`config.mk`:
```
export PLATFORM = sky130hd
export DESIGN_NAME = mips_boot_loader
export DESIGN_NICKNAME = d
export VERILOG_FILES = /design/src/rtl/mips_boot_loader.sv
export SDC_FILE = /design/constraint.sdc
export NUM_CORES = 1
export LEC_CHECK = 0
export CAP_MARGIN = 25
export CORE_UTILIZATION = 46
export CTS_CLUSTER_DIAMETER = 80
export CTS_CLUSTER_SIZE = 20
export DETAILED_ROUTE_END_ITERATION = 10
export GPL_TIMING_DRIVEN = 0
export PLACE_DENSITY = 0.83
export SETUP_SLACK_MARGIN = 0.1
export SLEW_MARGIN = 20
export SYNTH_ARGS = -nofsm -noshare
export SYNTH_HDL_FRONTEND = slang
export SYNTH_SLANG_ARGS = --single-unit
```
`constraint.sdc`:
```
create_clock -name clk -period 2.76 [get_ports clk]
set_clock_uncertainty 0.05 [all_clocks]
set_input_delay 0.414 -clock clk [delete_from_list [all_inputs] [get_ports clk]]
set_output_delay 0.414 -clock clk [all_outputs]
set_load 0.01 [all_outputs]
```
`src/rtl/mips_boot_loader.sv`:
```
// Streams a program into instruction memory while holding the MIPS core in reset,
// then releases it after a fixed settle window; overflow of the memory is latched until reset.
module mips_boot_loader #(
  parameter int ADDR_W      = 8,
  parameter int HOLD_CYCLES = 4
) (
  input  logic              clk,
  input  logic              reset,
  input  logic              load_valid,
  input  logic [31:0]       load_data,
  input  logic              load_last,
  output logic              load_ready,
  input  logic              reload,
  output logic              imem_we,
  output logic [ADDR_W-1:0] imem_addr,
  output logic [31:0]       imem_wdata,
  output logic              cpu_reset,
  output logic              done,
  output logic              error,
  output logic [ADDR_W:0]   word_count
);

  localparam int HW = (HOLD_CYCLES > 1) ? $clog2(HOLD_CYCLES) : 1;
  localparam logic [HW-1:0]   HOLD_LAST = HW'(HOLD_CYCLES - 1);
  localparam logic [ADDR_W:0] TOP_WORD  = {1'b0, {ADDR_W{1'b1}}};
  localparam logic [ADDR_W:0] ONE_WORD  = {{ADDR_W{1'b0}}, 1'b1};

  typedef enum logic [2:0] {IDLE, LOAD, HOLD, RUN, ERR} state_t;

  state_t          state, state_nxt;
  logic [HW-1:0]   hold_cnt;
  logic            accept;
  logic            at_top;

  assign accept = (state == LOAD) && load_valid;
  // word_count doubles as the next write address; it never exceeds 2^ADDR_W
  assign at_top = (word_count == TOP_WORD);

  always_comb begin
    state_nxt = state;
    case (state)
      IDLE: state_nxt = LOAD;
      LOAD: if (accept) begin
              if (load_last)   state_nxt = HOLD;
              else if (at_top) state_nxt = ERR;
            end
      HOLD: if (hold_cnt == HOLD_LAST) state_nxt = RUN;
      RUN:  if (reload) state_nxt = LOAD;
      ERR:  state_nxt = ERR;
      default: state_nxt = IDLE;
    endcase
  end

  always_ff @(posedge clk or negedge reset) begin
    if (!reset) state <= IDLE;
    else        state <= state_nxt;
  end

  always_ff @(posedge clk or negedge reset) begin
    if (!reset) begin
      imem_we    <= 1'b0;
      imem_addr  <= '0;
      imem_wdata <= '0;
      word_count <= '0;
      hold_cnt   <= '0;
    end else begin
      imem_we <= accept;
      if (accept) begin
        imem_addr  <= word_count[ADDR_W-1:0];
        imem_wdata <= load_data;
        word_count <= word_count + ONE_WORD;
      end
      if (state == RUN && reload) word_count <= '0;
      hold_cnt <= (state == HOLD) ? hold_cnt + HW'(1) : '0;
    end
  end

  // All status outputs are pure state decodes: no input-to-output paths
  assign load_ready = (state == LOAD);
  assign cpu_reset  = (state != RUN);
  assign done       = (state == RUN);
  assign error      = (state == ERR);

endmodule

```
After elaboration in Yosys (flattened, before gate mapping)
Index checks and enable logic that the tools add are counted.
W data, S select, Z words.
{"block": "classes", "addsub": 2, "n_eq_ne": 11, "reduce_logical": 5, "mux": 9}
{"cell": "$mux W9", "count": 2}
{"cell": "$mux W3", "count": 5}
{"cell": "$pmux W3 S5", "count": 1}
{"cell": "$add A9 B1 Y9 const B", "count": 1}
{"cell": "$eq A9 B8 Y1 const B", "count": 1}
{"cell": "$eq A3 B2 Y1 const B", "count": 2}
{"cell": "$ne A3 B2 Y1 const B", "count": 2}
{"cell": "$ne A2 B2 Y1 const B", "count": 2}
{"cell": "$reduce_and A4 Y1", "count": 1}
{"cell": "$eq A3 B1 Y1 const B", "count": 1}
{"cell": "$eq A3 B3 Y1 const B", "count": 1}
{"cell": "$logic_not A3 Y1", "count": 1}
{"cell": "$add A2 B1 Y2 const B", "count": 1}
{"cell": "$eq A2 B2 Y1 const B", "count": 1}
{"cell": "$logic_and A1 B1 Y1", "count": 2}
{"cell": "$mux W2", "count": 1}
{"cell": "$ne A2 B1 Y1 const B", "count": 1}
{"cell": "$reduce_bool A2 Y1", "count": 1}
{"block": "word_totals", "input_bits": 37, "out_inout_bits": 54, "register_bits": 55}

Depth between registers and ports, before layout
{"block": "logic_depth", "word_depth": 5, "mapped_depth": 7, "depth_no_buf": 7}

Worst setup path before layout
No wires, ideal clock.
{"block": "synth_path", "path_kind": "flip-flop to flip-flop", "startpoint": "reg word_count[0]", "endpoint": "reg state[2]", "period_less_slack_ns": 1.518, "stages_incl_launch_ff": 8, "arrival_ns": 1.396, "setup_slack_ns": 1.242, "cell_sequence": "dfrtp_1 > ha_1 > nand4_1 > nor2_1 > ha_1 > nor4bb_1 > mux2i_1 > nor2_1"}
{"block": "synth_via", "elab_chain_cells": 3}
{"element": "start, declared", "line": "20", "source": "output logic [ADDR_W:0] word_count"}
{"element": "start signal, assigned", "line": "71", "source": "word_count <= word_count + ONE_WORD;"}
{"element": "$eq A9 B8 Y1", "line": "37", "source": "assign at_top = (word_count == TOP_WORD);"}
{"element": "$ne A3 B2 Y1 (no source line)"}
{"element": "$reduce_and A4 Y1 (no source line)"}
{"element": "end signal, assigned", "line": "56", "source": "else state <= state_nxt;"}
{"element": "end, declared", "line": "30", "source": "state_t state, state_nxt;"}
Every way passes these cells.
A chain may end at the register's enable or synchronous reset.

Worst setup path after layout
{"block": "layout_path", "startpoint": "reg state[0]", "endpoint": "out load_ready"}
{"block": "layout_via", "elab_chain_cells": 1}
{"element": "$eq A3 B1 Y1", "line": "79", "source": "assign load_ready = (state == LOAD);"}
{"element": "end, declared", "line": "12", "source": "output logic load_ready,"}
Every way passes these cells.

==> flow_summary.json <==
{
  "first_iter_violations": 92,
  "dr.pass1.iters": 4,
  "outcome": "complete, no violations",
  "ys_seq_area_share_pct": 61.08,
  "cts_max_path_buffers": 2,
  "grt_usage_pct": 20.11,
  "maxCapViolCount": 0,
  "final_max_slew_viol_count": 0,
  "die_h_um": 71.99,
  "worstPathMaxFanout": 10,
  "cts_tree": "done",
  "num_io_pins": 91,
  "required_ns": 2.30,
  "min_period_ns": 2.321,
  "hold_buffers": 0,
  "std_cell_rows": 25,
  "p_leak_nw": 1.577,
  "drc": 0,
  "max_freq_ghz": 0.4308,
  "initial_core_util_pct": 47.71,
  "synth_fa_ha_area_share_pct": 1.666,
  "yosysWarnings": 0,
  "post_cts_resized": 0,
  "numPortBuffers": 90,
  "synthFlopType": "dfrtp_1",
  "grt_max_degree": 56,
  "layout_common_cells": "nand2_1, clkdlybuf4s50_1, dfrtp_1, clkbuf_1, clkbuf_8",
  "antenna_found_initial": 0,
  "vias": 1967,
  "rsz0062_at_grt": "no",
  "power.total_mw": 2.779,
  "num-fill-cells": 381,
  "async_flop_share_pct": 100.0,
  "crit_arrival_ns": 1.86,
  "wl_um": 4783,
  "clkLatencyLatePin_ns": 0.30,
  "hp-class": "in -> async",
  "coreArea_um2": 4723,
  "syn-num-nets": 285,
  "grt_pass1_wl_um": 8142,
  "dieArea_um2": 5183,
  "via_per_inst": 4.798,
  "ys_seq_elements": 55,
  "critical_path.endpoint_type": "output port",
  "layout_worst_path_cycle_share_pct": 84.11,
  "synth_compound_area_share_pct": 3.276,
  "yosys.area_share.simple_pct": 28.98,
  "die_x_um": 71.99,
  "cts-root-buf": "clkbuf_8",
  "numCtsBuffers": 5,
  "synth_mux_area_share_pct": 1.333,
  "worst_pin_slew_ns": 0.6607,
  "gp_congestion": 0.7638,
  "clock-sinks": 55,
  "antenna_cells": 0,
  "htreeDepth": 2,
  "synth.distinct_cells": 28,
  "nets": 382,
  "hold_violations": 0,
  "grt_pass1_vias": 1846,
  "syn_inst": 245,
  "synth-edff-count": 0,
  "grt_overflow_total": 0,
  "post_drt_wl_per_cell_um": 11.67,
  "drive_gt1_share_pct": 3.790,
  "post-cts-setup-buffers": 0,
  "final_common_cell": "nand2_1",
  "hpwl_um": 3473,
  "synth_top_family_by_area": "simple AND/OR/NAND/NOR gates",
  "synth_xor_area_share_pct": 0.3887,
  "setup_violations": 0,
  "worst_slack_ns": 0.4387,
  "syn_area_per_cell_um2": 9.198,
  "path_clk_slew_ns": 0.09,
  "dp_slack_ns": 0.7153,
  "ant_nets": 0,
  "path_class": "reg -> out",
  "power_density_nw_per_um2": 833.2,
  "max_slew_margin_pct": 55.95,
  "cp-start-kind": "flip-flop",
  "syn_area_um2": 2253,
  "max-vdd-ir-drop_mv": 0.5275,
  "area_growth_pct": 48.03
}
==> area by class of cell <==
| type | instances | area, µm² | area share (%) |
|---|---|---|---|
| sequential | 55 | 1376 | 41.26 |
| timing repair buffer | 90 | 898.4 | 26.93 |
| multi-input combinational | 172 | 803.3 | 24.08 |
| clock buffer | 8 | 100.1 | 3.001 |
| tap | 67 | 83.83 | 2.513 |
| buffer | 13 | 55.05 | 1.650 |
| inverter | 5 | 18.77 | 0.5626 |
==> where the power goes <==
| part | internal, mW | switching (mW) | leakage (nW) |
|---|---|---|---|
| registers | 1.05 | 0.153 | 0.702 |
| clock network | 0.229 | 0.233 | 0.0515 |
| logic | 0.611 | 0.504 | 0.824 |
==> worst paths after layout <==
path / from / end / slack, ns / depth (start not counted)
min: reset / imem_addr[3]$_DFFE_PN0P_ / 0.1 / 1
min in group clk: hold_cnt[0]$_DFF_PN0_ / hold_cnt[0]$_DFF_PN0_ / 0.39 / 1
min reg2reg: hold_cnt[0]$_DFF_PN0_ / hold_cnt[0]$_DFF_PN0_ / 0.39 / 1
max in group asynchronous: reset / imem_wdata[19]$_DFFE_PN0P_ / 2.13 / 1
max: state[0]$_DFFE_PN0P_ / load_ready / 0.44 / 3
max reg2reg: word_count[0]$_DFFE_PN0P_ / state[2]$_DFFE_PN0P_ / 1.04 / 7
==> metal layers <==
layer	GRT usage, %	vias up	part of all wire [%]
met5	0	-	0
met3	6.111	7	7.7
met4	5.229	0	0.94
li1	-	975	-
met1	25.40	910	44
met2	33.96	75	47
==> metrics by stage <==
step,instances,TNS (ns),utilization [%],instance area [µm²],hold slack [ns]
floorplan,245,0,-,2253,0.06841
global placement,402,-22.15,68.56,3238,0.3760
detailed placement,402,0,68.50,3236,0.3852
CTS,410,0,70.62,3336,0.1125
global route,410,0,70.62,3336,0.1426
finish,410,0,70.62,3336,0.09697
==> Yosys cell counts (2+ instances only) <==
cell / number / area share [%]
or3_1: 2 / 0.56
or4_1: 2 / 0.67
nand2_1: 125 / 21
nor3_1: 2 / 0.44
ha_1: 3 / 1.7
dfrtp_1: 55 / 61
o31ai_1: 2 / 0.67
nand3_1: 5 / 1.1
mux2i_1: 3 / 1.3
o21ai_0: 4 / 0.89
nor3b_1: 4 / 1.3
a21oi_1: 4 / 0.89
inv_1: 4 / 0.67
nor2_1: 4 / 0.67
clkbuf_1: 8 / 1.3
nor4bb_1: 2 / 0.89
buf_2: 5 / 1.1
==> sequential cells by signal, summed over array words and instances (netlist names) <==
name        cells
imem_wdata     32
hold_cnt        2
imem_addr       8
word_count      9
imem_we         1
state           3
==> cells by family after synthesis <==
family                     after synthesis
AOI/OAI and AO/OA                       12
adders and majority gates                3
and+or+nand+nor                        153
xor gates and xnor gates                 1
DFF                                     55
muxes                                    3
buffers and inverters                   18
==> critical path, stage by stage, from the launching register on <==
cell             delay [ns]
dfrtp_1                0.38
clkbuf_1               0.34
nor3b_1                0.27
clkdlybuf4s50_1        0.57
No activity file was read; power rests on OpenSTA's default activity.
